==> config.mk <==
export PLATFORM = sky130hd
export DESIGN_NAME = rotating_square_sequencer
export DESIGN_NICKNAME = d
export VERILOG_FILES = /design/src/rtl/rot_sq_pkg.sv /design/src/rtl/rot_tick_gen.sv /design/src/rtl/rotating_square_sequencer.sv
export SDC_FILE = /design/constraint.sdc
export NUM_CORES = 1
export LEC_CHECK = 0
export ABC_CLOCK_PERIOD_IN_PS = 1800
export BUFFER_PORTS_ARGS = -buffer_cell sky130_fd_sc_hd__clkbuf_2
export CAP_MARGIN = 25
export CORE_MARGIN = 3
export CORE_UTILIZATION = 54
export CTS_BUF_LIST = sky130_fd_sc_hd__clkbuf_8
export CTS_CLUSTER_DIAMETER = 40
export DETAILED_ROUTE_END_ITERATION = 16
export GPL_ROUTABILITY_DRIVEN = 0
export PLACE_DENSITY_LB_ADDON = 0.1
export SLEW_MARGIN = 25
export SYNTH_ARGS = -nofsm -noshare
export SYNTH_HDL_FRONTEND = slang
export SYNTH_SLANG_ARGS = --single-unit
==> constraint.sdc <==
create_clock -name clk -period 1.8 [get_ports clk]
set_input_delay 0.18 -clock clk [delete_from_list [all_inputs] [get_ports clk]]
set_output_delay 0.18 -clock clk [all_outputs]
set_load 0.005 [all_outputs]
==> src/rtl/rot_sq_pkg.sv <==
// rot_sq_pkg: segment patterns, control modes and position decode shared by the
// rotating-square sequencer.
package rot_sq_pkg;

    localparam logic [7:0] SSEG_UPPER = 8'h9C;
    localparam logic [7:0] SSEG_LOWER = 8'hA3;
    localparam logic [7:0] SSEG_BLANK = 8'hFF;

    typedef enum logic {
        PAUSE = 1'b0,
        RUN   = 1'b1
    } ctrl_t;

    typedef struct packed {
        logic [31:0] digit;
        logic        lower;
    } pos_dec_t;

    // Upper squares sweep left-to-right, then lower squares sweep right-to-left.
    function automatic pos_dec_t decode_pos(input int p, input int n);
        pos_dec_t d;
        d.lower = (p >= n);
        d.digit = d.lower ? 32'(p - n) : 32'(n - 1 - p);
        return d;
    endfunction

endpackage

==> src/rtl/rot_tick_gen.sv <==
// rot_tick_gen: mod-TICK_DIV divider that holds its count while run is low and
// flags the terminal-count cycle.
module rot_tick_gen #(
    parameter int TICK_DIV = 25_000_000
) (
    input  logic clk,
    input  logic reset,
    input  logic run,
    output logic tick
);

    localparam int CW = $clog2(TICK_DIV);

    logic [CW-1:0] cnt;

    always_comb tick = run && (cnt == CW'(TICK_DIV - 1));

    always_ff @(posedge clk or posedge reset) begin
        if (reset)
            cnt <= '0;
        else if (run)
            cnt <= tick ? '0 : cnt + 1'b1;
    end

endmodule

==> src/rtl/rotating_square_sequencer.sv <==
// rotating_square_sequencer: drives a square around N seven-segment digits, with
// a built-in step-rate divider, pause/single-step and lap/step status pulses.
module rotating_square_sequencer
    import rot_sq_pkg::*;
#(
    parameter  int N_DIGITS = 4,
    parameter  int TICK_DIV = 25_000_000,
    localparam int POS_W    = $clog2(2 * N_DIGITS)
) (
    input  logic                clk,
    input  logic                reset,
    input  logic                en,
    input  logic                cw,
    input  logic                step,
    output logic [N_DIGITS-1:0] an,
    output logic [7:0]          sseg,
    output logic [POS_W-1:0]    pos,
    output logic                step_pulse,
    output logic                lap
);

    localparam logic [POS_W-1:0] LAST = POS_W'(2 * N_DIGITS - 1);

    ctrl_t               mode;
    logic                tick;
    logic                advance;
    logic                wrap;
    logic [POS_W-1:0]    next_pos;
    pos_dec_t            dec;
    logic [N_DIGITS-1:0] next_an;
    logic [7:0]          next_sseg;

    rot_tick_gen #(.TICK_DIV(TICK_DIV)) u_tick (
        .clk  (clk),
        .reset(reset),
        .run  (mode == RUN),
        .tick (tick)
    );

    // en has priority: a step request only counts while paused.
    always_comb begin
        mode      = en ? RUN : PAUSE;
        advance   = (mode == RUN) ? tick : step;
        wrap      = cw ? (pos == LAST) : (pos == '0);
        next_pos  = cw ? (wrap ? '0 : pos + 1'b1) : (wrap ? LAST : pos - 1'b1);
        dec       = decode_pos(32'(next_pos), N_DIGITS);
        next_an   = ~(N_DIGITS'(1) << dec.digit);
        next_sseg = dec.lower ? SSEG_LOWER : SSEG_UPPER;
    end

    always_ff @(posedge clk or posedge reset) begin
        if (reset) begin
            pos        <= '0;
            an         <= ~(N_DIGITS'(1) << (N_DIGITS - 1));
            sseg       <= SSEG_UPPER;
            step_pulse <= 1'b0;
            lap        <= 1'b0;
        end else begin
            step_pulse <= advance;
            lap        <= advance && wrap;
            if (advance) begin
                pos  <= next_pos;
                an   <= next_an;
                sseg <= next_sseg;
            end
        end
    end

endmodule

==> results by group, run 1 <==
Logic synthesis
  • Share of the synthesized area in the top cell type: 0.419
  • Top post-synthesis cells by area: dfrtp_1, mux2i_1, dfstp_2, xnor2_1, xor2_1
  • Post-synth EDFFs: 0
  • Count leader, synth: dfrtp_1
  • Ys flop type: dfrtp_1
  • Syn Inst Count: 189
  • Syn_nets: 199
  • Register area share after synthesis: 0.474
  • Ys Warns: 0
  • Netlist cell types: 36
  • Syn_area_per_cell: 10.1 sq um
  • Synth top cells by count: dfrtp_1, mux2i_1
  • Mapped cell area: between 1500 and 2000 sq um
  • Post-synth ARST share: 1.00
  • Dominant cell type by area after synthesis: dfrtp_1
  • Register bit total from synthesis: 36

STA
  • Final Setup Violations: 0
  • Final hold viol count: 0
  • Worst Hold Slack: 0.227 ns
  • Fmax: 558 MHz
  • Post-Route Skew: 0.0146 ns
  • Tcrit/Tclk final: 0.996
  • RSZ-0062 raised after global routing: yes
  • Final Critical Period: about 1.8 ns
  • Max Slew Vio Count: 0
  • TNS Setup: 0 ns
  • Worst setup margin: 0.00756 ns

Hold path
  • HP Class: in2reg

Worst setup path
  • Setup CP Type: reg2reg
  • Worst reg2reg path startpoint: pos[0]
  • R2r endpoint: an[3]
  • Worst setup path start: pos[0]
  • CP required: 1.97 ns
  • Reg2Reg Depth: 5
  • CP max FO: 5
  • Worst Setup End Kind: flip-flop
  • FF-to-FF setup slack: 0.008 ns
  • CP arrival: 1.96 ns
  • Startpoint types: flip-flop
  • Worst Setup EP: an[3]

Layout
  • Final Net Count: 238
  • Non-filler cells, final: around 270
  • Multi-input gate area: 963 sq um
  • Synth-to-layout area growth: 22.4%
  • Register Area: 906 sq um
  • Design Area, Final: roughly 2300 sq um
  • Ant. Diodes: 0
  • Proportion of layout cells with a drive suffix above 1: 0.323
  • Post-layout util: 0.731
  • # fillers: 268

Placement
  • Post-place setup slack: -0.0642 ns
  • DP Area: 2160 sq um
  • I/O Buffers: 19
  • Dpl hpwl: between 2 and 3 mm
  • Placed Cells incl. Taps: 261

Route
  • Metal-1 WL: 1.75 mm
  • Final WL: 3.95 mm
  • Routed length on met2: 1.94 mm
  • Drt initial violations: around 70
  • Via/cell ratio: between 5 and 6
  • DR WL/cell: between 10 and 15 um
  • Pre-antenna DRT Iters: 4
  • Met3 routed WL: between 200 and 250 um
  • Routed Antenna Nets: 0
  • DR DRC count: 0
  • Top Metal Used: met4
  • Vias: 1508

Global routing
  • GRT Total Usage: 0.214
  • Initial antenna violation count: 0
  • Vias in the first global route: 1568
  • Largest net degree at the start of global routing: 37
  • First-pass GRT wire length: 7.02 mm
  • Congestion Overflow GR: 0

Flow run
  • Number of max-cap violations: 0

Clocking
  • Clk Latency, worst-skew pair: 0.29 ns
  • CTS tree: done
  • Total clock sinks: 36
  • Clock buffer depth: 2
  • CTS buffer count: 5
  • Clk slew on worst S/H paths: roughly 0.060 ns
  • H-tree depth: 2
  • CTS Root Cell: clkbuf_8

Floorplan
  • FP Rows: 20
  • Die Span X: 65.5 um
  • Die area: approximately 4300 sq um
  • Initial Utilization: 0.597
  • I/O Pins: 22
  • Die Y: between 60 and 70 um
  • CORE AREA: about 3200 sq um

Power
  • Pleak: 1.07 nW
  • Peak supply drop: 0.825 mV
  • Overall power: 2.67 mW
  • Pwr dens: 1140 nW/um^2

Outcome
  • Status: completed
-- critical path: stages (launching register included) --
cell	delay, ns
dfrtp_1	0.42
ha_1	0.22
ha_1	0.31
a32oi_4	0.35
mux2i_1	0.12
mux2_4	0.26
-- layout by cell type (no fill, tap or decap), types with 3 or more instances in the layout --
| cell | count |
|---|---|
| a21oi_1 | 6 |
| and4_1 | 3 |
| buf_4 | 24 |
| clkbuf_2 | 19 |
| clkbuf_8 | 5 |
| dfrtp_1 | 32 |
| dfstp_2 | 4 |
| inv_1 | 9 |
| mux2_4 | 4 |
| mux2i_1 | 11 |
| nand2_1 | 10 |
| nand2b_1 | 3 |
| nand3_1 | 8 |
| nand4_1 | 8 |
| nor2_1 | 10 |
| nor3_1 | 9 |
| o21ai_0 | 9 |
| or3_1 | 3 |
| xnor2_1 | 8 |
| xor2_1 | 8 |
-- repair_timing --
| item | CTS | global route |
|---|---|---|
| pin swaps | 3 | 4 |
| endpoints found under the hold margin | 32 | 0 |
| buffers inserted | 1 | 2 |
| endpoints found under the setup margin | 5 | 12 |
| gates resized for setup | 9 | 9 |
| hold buffers | 1 | 0 |
-- cell type report --
type | instances | share of cell area
Clock buffer | 5 | 0.0294
Clock inverter | 3 | 0.00534
Inverter | 10 | 0.0166
Multi-Input combinational cell | 130 | 0.412
Sequential cell | 36 | 0.387
Tap cell | 44 | 0.0235
Timing Repair Buffer | 45 | 0.127
-- power breakdown --
part	total (mW)	internal, mW	switching, mW
registers	1.13	0.992	0.142
clock network	0.533	0.260	0.273
logic	1.01	0.553	0.453
-- how the worst min path moves through the flow --
stage	from	to	slack, ns	cells past startpoint
after detailed placement	reset	u_tick.cnt[3]	0.29	3
after global routing	en	u_tick.cnt[1]	0.25	2
after global placement	reset	an[3]	0.28	3
after CTS	en	u_tick.cnt[1]	0.21	2
after floorplan	reset	an[3]	0.34	1
final	en	u_tick.cnt[1]	0.23	2
-- flip-flops by register name (all words and copies together) (netlist names) --
signal and count:
lap 1, an 4, step_pulse 1, u_tick.cnt 25, sseg 2, pos 3
-- metal layers --
metal | vias to the layer above | GRT usage
li1 | 738 | -
met5 | - | 0
met1 | 724 | 0.285
met3 | 7 | 0.0376
met2 | 39 | 0.348
met4 | 0 | 0.0803
-- logic make-up after synthesis --
kind of cell,Yosys count,share of synthesized area
AND/OR/NAND/NOR,66,0.190
flip-flops,36,0.474
AO/OA/AOI/OAI,25,0.0804
buffers and inverters,23,0.0595
XOR/XNOR,16,0.0733
multiplexers,16,0.0870
adder cells (fa/ha/maj),5,0.0327
other,2,0.00393
Note: power is estimated with default switching activity, not from simulation.
==> inputs of run 2 (changes only) <==
--- a/config.mk
+++ b/config.mk
@@ -9,12 +9,14 @@
 export BUFFER_PORTS_ARGS = -buffer_cell sky130_fd_sc_hd__clkbuf_2
 export CAP_MARGIN = 25
 export CORE_MARGIN = 3
-export CORE_UTILIZATION = 54
+export CORE_UTILIZATION = 40
 export CTS_BUF_LIST = sky130_fd_sc_hd__clkbuf_8
 export CTS_CLUSTER_DIAMETER = 40
 export DETAILED_ROUTE_END_ITERATION = 16
 export GPL_ROUTABILITY_DRIVEN = 0
+export MAX_ROUTING_LAYER = met4
 export PLACE_DENSITY_LB_ADDON = 0.1
+export REMOVE_ABC_BUFFERS = 1
 export SLEW_MARGIN = 25
 export SYNTH_ARGS = -nofsm -noshare
 export SYNTH_HDL_FRONTEND = slang
==> run 2 against run 1 <==
Net effect:
- worst hold slack improved by 0.0045 ns
- cell count increased by 5.9%
- cell area grew 3.1%
- global-route usage fell by 5.0 points
- critical path depth increased by 2
- flip-flop and latch count is the same
- clock skew is 0.0061 ns lower
- critical path type unchanged
- critical endpoint unchanged
- largest power group unchanged
- highest routed layer unchanged
==> results by group, run 2 (synthesis gave the netlist of run 1 again) <==
Floorplan
  • CORE AREA: 4470 sq um (+40%)
  • Die area: 5650 sq um (+32%)
  • Die Y: 75.2 um (+15%)
  • Die Span X: 75.2 um (+15%)
  • I/O Pins: 22 (unchanged)
  • Initial Utilization: 0.428 (-0.170)
  • FP Rows: 24 (+20%)

Layout
  • Ant. Diodes: 0 (unchanged)
  • Max reg flops: 25 (unchanged)
  • Design Area, Final: 2410 sq um (+3.1%)
  • Most flop-heavy register: u_tick.cnt
  • Most common cell after layout, fill and taps aside: dfrtp_1
  • Biggest regs: u_tick.cnt x25, an x4, pos x3
  • Final Net Count: 246 (+3.4%)
  • # fillers: 418 (+56%)
  • Synth-to-layout area growth: 26.2%
  • Proportion of layout cells with a drive suffix above 1: 0.359 (+0.0355)
  • Most frequent cells in the layout: dfrtp_1, buf_4, clkbuf_2
  • Non-filler cells, final: 289 (+5.9%)
  • Post-layout util: 0.539 (-0.191)

Route
  • Vias: 1514 (+0.40%)
  • Via/cell ratio: 5.24 (-5.2%)
  • Drt initial violations: 77 (+6.9%)
  • Metal-1 WL: 1.95 mm (+12%)
  • Pre-antenna DRT Iters: 4 (unchanged)
  • Met3 routed WL: 132 um (-34%)
  • Routed Antenna Nets: 0 (unchanged)
  • DR DRC count: 0 (unchanged)
  • Routed length on met2: 1.92 mm (-1.5%)
  • Top Metal Used: met4
  • DR WL/cell: 14.1 um (-2.8%)
  • Final WL: 4.06 mm (+2.9%)

Power
  • Clk network pwr share: 0.215 (+0.016)
  • Sw Pwr: 0.889 mW (+2.3%)
  • Pwr dens: 1130 nW/um^2 (-1.4%)
  • Pleak: 1.10 nW (+2.9%)
  • Overall power: 2.72 mW (+1.7%)
  • Switching Share: 0.327 (+0.00180)
  • Peak supply drop: 0.765 mV (-7.2%)
  • Logic pwr share: 0.367 (-0.009)
  • Seq pwr share: 0.418 (-0.006)
  • Internal power: 1.83 mW (+1.4%)

Worst setup path
  • Crit-path cells: inv_2 -> ha_2 -> or3_4 -> a32oi_2 -> buf_6 -> mux2i_1 -> mux2_4
  • R2r endpoint: an[3]
  • Slowest CP cell: dfrtp_1
  • Reg2Reg Depth: 7 (+2)
  • CP required: 1.97 ns (about the same)
  • Startpoint types: flip-flop
  • Critical path's top delay family: flip-flops
  • FF-to-FF setup slack: 0.004 ns (about the same)
  • Worst reg2reg path startpoint: pos[0]
  • Crit-path max cell delay: 0.41 ns (about the same)
  • CP max FO: 5 (unchanged)
  • Worst Setup End Kind: flip-flop
  • Buf+Inv Stages, Crit Path: 2 (+2)
  • Setup CP Type: reg2reg
  • CP arrival: 1.96 ns (about the same)

Clocking
  • CTS buffer count: 5 (unchanged)
  • Clk slew on worst S/H paths: 0.07 ns (about the same)
  • CTS Root Cell: clkbuf_8
  • Clock buffer depth: 2 (unchanged)
  • CTS tree: done
  • Total clock sinks: 36 (unchanged)
  • Clk Latency, worst-skew pair: 0.28 ns (about the same)
  • H-tree depth: 2 (unchanged)

STA
  • Final Critical Period: 1.80 ns (+0.00335 ns)
  • Worst setup margin: 0.00421 ns (-0.00335 ns)
  • Post-Route Skew: 0.00848 ns (-0.00608 ns)
  • TNS Setup: 0 ns (unchanged)
  • Worst Hold Slack: 0.232 ns (+0.00453 ns)
  • Fmax: 557 MHz (-0.19%)
  • Max Slew Vio Count: 0 (unchanged)
  • Final hold viol count: 0 (unchanged)
  • Final Setup Violations: 0 (unchanged)
  • RSZ-0062 raised after global routing: yes
  • Tcrit/Tclk final: 0.998 (+0.00186)

Placement
  • DP Area: 2180 sq um (+0.92%)
  • I/O Buffers: 19 (unchanged)
  • Dpl hpwl: 2.88 mm (+0.74%)
  • Post-place setup slack: -0.0385 ns (+0.0256 ns)
  • Placed Cells incl. Taps: 272 (+4.2%)

Global routing
  • Vias in the first global route: 1503 (-4.1%)
  • GRT Total Usage: 0.164 (-0.0498)
  • Initial antenna violation count: 0 (unchanged)
  • Congestion Overflow GR: 0 (unchanged)
  • Largest net degree at the start of global routing: 37 (unchanged)
  • First-pass GRT wire length: 6.91 mm (-1.6%)

Hold path
  • Hold EP: u_tick.cnt[1]
  • Hold path depth: 2 (unchanged)
  • HP Class: in2reg
  • Hold Crit Start: en

Flow run
  • Number of max-cap violations: 0 (unchanged)

Outcome
  • Status: completed
[run 2: cell types whose count changed in the layout (fill, tap and decap cells not counted), moves of 2 or more]
cell / change
buf_4: +7
inv_1: -2
mux2_2: +3
mux2_4: -3
[run 2: worst reg2reg max path, stage by stage, from the launching register on]
cell     delay (ns)
dfrtp_1        0.41
inv_2          0.08
ha_2           0.19
or3_4          0.32
a32oi_2        0.19
buf_6          0.15
mux2i_1        0.07
mux2_4         0.26
[run 2: layer usage]
layer / track usage / up-vias
met4: 0.0466 / 0
met1: 0.214 / 723
met5: - / -
li1: - / 750
met3: 0.0320 / 6
met2: 0.261 / 35
[run 2: timing repair]
action                                 in CTS  in global routing
pin swaps                                   0                 10
endpoints found under the hold margin      32                  0
setup endpoints to repair                   4                 14
hold buffers                                1                  0
resized for setup                           4                 15
buffers inserted                            1                  7
[run 2: cell type report]
cell class                 count  area, sq um  share of cell area
clock buffer                   6         82.6              0.0342
clock inverter                 2         10.0             0.00415
timing repair buffer          53          360               0.149
inverter                      10         37.5              0.0156
multi-input combinational    130          952               0.395
sequential                    36          906               0.375
tap                           52         65.1              0.0270
[run 2: worst max path at each step]
stage | start | endpoint | slack [ns] | cells after the start
finish | pos[0] | an[3] | 0.004 | 7
global route | pos[0] | an[3] | -0.06 | 7
CTS | pos[1] | an[3] | 0.003 | 7
detailed placement | pos[0] | an[3] | -0.04 | 7
global placement | pos[0] | an[3] | 0.03 | 7
floorplan | u_tick.cnt[0] | an[3] | -0.62 | 5
[run 2: power by group through the flow]
stage	clock network (mW)	logic, mW	registers (mW)
CTS	0.606	0.909	1.13
finish	0.585	0.999	1.14
detailed placement	0	0.879	1.14
floorplan	0	0.521	1.14
global placement	0	0.836	1.13
global route	0.640	1.11	1.17
==> inputs of run 3 (changes only) <==
--- a/config.mk
+++ b/config.mk
@@ -16,7 +16,6 @@
 export GPL_ROUTABILITY_DRIVEN = 0
 export MAX_ROUTING_LAYER = met4
 export PLACE_DENSITY_LB_ADDON = 0.1
-export REMOVE_ABC_BUFFERS = 1
 export SLEW_MARGIN = 25
 export SYNTH_ARGS = -nofsm -noshare
 export SYNTH_HDL_FRONTEND = slang
==> constraint.sdc (replaced) <==
create_clock -name clk -period 1.8 [get_ports clk]
set_input_delay 0.09 -clock clk [delete_from_list [all_inputs] [get_ports clk]]
set_output_delay 0.09 -clock clk [all_outputs]
set_load 0.005 [all_outputs]
==> run 3 against run 2 <==
Net effect:
- clock skew is 0.0047 ns lower
- critical path type unchanged
- worst setup slack better by 0.012 ns
- maximum frequency is 0.69% higher
- register-to-register slack hardly changed
- flip-flop and latch count stayed put
- highest routed layer unchanged
- clock power is 23% higher
- clock-buffer cell count is 1 lower
- global-route usage is 0.39 points higher
- largest cell class unchanged
- combinational power hardly changed
- sequential power hardly changed
- first-iteration DRC count is 10% lower
==> results by group, run 3 (synthesis gave the netlist of run 1 again) <==
Outcome
  • Status: completed

Route
  • Metal-1 WL: 1.94 mm (-0.67%)
  • Top Metal Used: met4
  • Drt initial violations: 69 (-10%)
  • Met3 routed WL: 145 um (+9.8%)
  • DR WL/cell: 14.3 um (+1.6%)
  • Routed Antenna Nets: 0 (unchanged)
  • Routed length on met2: 1.87 mm (-2.3%)
  • DR DRC count: 0 (unchanged)
  • Pre-antenna DRT Iters: 4 (unchanged)
  • Via/cell ratio: 5.40 (+3.0%)
  • Final WL: 4.03 mm (-0.89%)
  • Vias: 1522 (+0.53%)

Worst setup path
  • Setup CP Type: reg2reg
  • CP max FO: 5 (unchanged)
  • Crit-path cells: inv_2 -> ha_4 -> or3_4 -> a32oi_4 -> mux2i_1 -> mux2_4
  • CP arrival: 1.96 ns (about the same)
  • CP required: 1.98 ns (about the same)
  • Crit-path max cell delay: 0.40 ns (about the same)
  • Slowest CP cell: dfrtp_1
  • Buf+Inv Stages, Crit Path: 1 (-1)
  • Critical path's top delay family: flip-flops
  • Startpoint types: flip-flop
  • Worst Setup End Kind: flip-flop

Clocking
  • H-tree depth: 2 (unchanged)
  • Clk slew on worst S/H paths: 0.08 ns (about the same)
  • CTS tree: done
  • Clk Latency, worst-skew pair: 0.29 ns (about the same)
  • Total clock sinks: 36 (unchanged)
  • Clock buffer depth: 2 (unchanged)
  • CTS buffer count: 5 (unchanged)
  • CTS Root Cell: clkbuf_8

Flow run
  • Number of max-cap violations: 0 (unchanged)

STA
  • RSZ-0062 raised after global routing: yes
  • Worst Hold Slack: 0.144 ns (-0.0872 ns)
  • Worst setup margin: 0.0164 ns (+0.0122 ns)
  • Final Setup Violations: 0 (unchanged)
  • Fmax: 561 MHz (+0.69%)
  • Tcrit/Tclk final: 0.991 (-0.00679)
  • Max Slew Vio Count: 0 (unchanged)
  • Post-Route Skew: 0.00380 ns (-0.00469 ns)
  • Final Critical Period: 1.78 ns (-0.0122 ns)
  • Final hold viol count: 0 (unchanged)

Layout
  • Non-filler cells, final: 282 (-2.4%)
  • Design Area, Final: 2400 sq um (-0.36%)
  • Synth-to-layout area growth: 25.7%
  • # fillers: 382 (-8.6%)
  • Most frequent cells in the layout: dfrtp_1, buf_4, clkbuf_2
  • Biggest regs: u_tick.cnt x25, an x4, pos x3
  • Ant. Diodes: 0 (unchanged)
  • Proportion of layout cells with a drive suffix above 1: 0.348 (-0.0108)
  • Final Net Count: 239 (-2.8%)
  • Most common cell after layout, fill and taps aside: dfrtp_1
  • Most flop-heavy register: u_tick.cnt
  • Max reg flops: 25 (unchanged)
  • Post-layout util: 0.537 (-0.00196)

Floorplan
  • Initial Utilization: 0.428 (unchanged)
  • Die area: 5650 sq um (unchanged)
  • FP Rows: 24 (unchanged)
  • CORE AREA: 4470 sq um (unchanged)
  • Die Span X: 75.2 um (unchanged)
  • Die Y: 75.2 um (unchanged)
  • I/O Pins: 22 (unchanged)

Power
  • Pwr dens: 1200 nW/um^2 (+6.2%)
  • Peak supply drop: 0.780 mV (+2.0%)
  • Pleak: 1.08 nW (-1.6%)

Placement
  • Placed Cells incl. Taps: 268 (-1.5%)
  • Post-place setup slack: -0.0474 ns (-0.00884 ns)
  • DP Area: 2170 sq um (-0.80%)
  • Dpl hpwl: 2.88 mm (about the same)
  • I/O Buffers: 19 (unchanged)

Global routing
  • Initial antenna violation count: 0 (unchanged)
  • Congestion Overflow GR: 0 (unchanged)
  • Vias in the first global route: 1528 (+1.7%)
  • GRT Total Usage: 0.168 (+0.00386)
  • First-pass GRT wire length: 7.00 mm (+1.3%)
  • Largest net degree at the start of global routing: 37 (unchanged)

Hold path
  • HP Class: in2reg
[run 3: layer usage]
layer / up-vias / track usage
li1: 737 / -
met2: 33 / 0.258
met5: - / -
met3: 6 / 0.0414
met1: 746 / 0.213
met4: 0 / 0.0660
[run 3: stage by stage]
step                TNS (ns)  power (mW)
global placement           0        1.98
floorplan           -0.00139        1.76
CTS                  -0.0263        2.84
finish                     0        2.88
detailed placement    -0.112        2.04
global route          -0.202        3.09
[run 3: worst register-to-register path: cells and delay by family (launching register included)]
kind                       cells  cell delay (ns)
DFF                            1             0.40
muxes                          2             0.39
and+or+nand+nor                1             0.37
AOI/OAI and AO/OA              1             0.27
adders and majority gates      1             0.16
buffers and inverters          1             0.08
[run 3: area by class of cell]
cell class / instances / area, sq um / area share
clock buffers: 5 / 68.8 / 0.0286
clock inverters: 3 / 42.5 / 0.0177
inverters: 10 / 38.8 / 0.0161
multi-input cells: 130 / 980 / 0.407
flip-flops and latches: 36 / 906 / 0.377
well taps: 52 / 65.1 / 0.0271
repair buffers: 46 / 304 / 0.126
[run 3: timing repair]
action | in CTS | in global routing
setup endpoints to repair | 4 | 14
resized for setup | 7 | 14
endpoints found under the hold margin | 32 | 0
setup buffers | 1 | 4
pin swaps | 2 | 4
hold buffers | 1 | 0
[run 3: power by group]
part,switching (mW),internal (mW)
Combinational,0.464,0.560
Sequential,0.143,0.991
Clock,0.309,0.410
[run 3: worst paths after layout]
kind	to	startpoint	slack, ns	depth (start not counted)
hold reg to reg	u_tick.cnt[21]	u_tick.cnt[21]	0.47	1
max in group asynchronous	sseg[4]	reset	1.01	4
hold / removal	u_tick.cnt[1]	en	0.14	2
min in group asynchronous	u_tick.cnt[4]	reset	0.44	4
setup reg to reg	an[3]	pos[1]	0.02	6
setup / recovery	an[3]	pos[1]	0.02	6
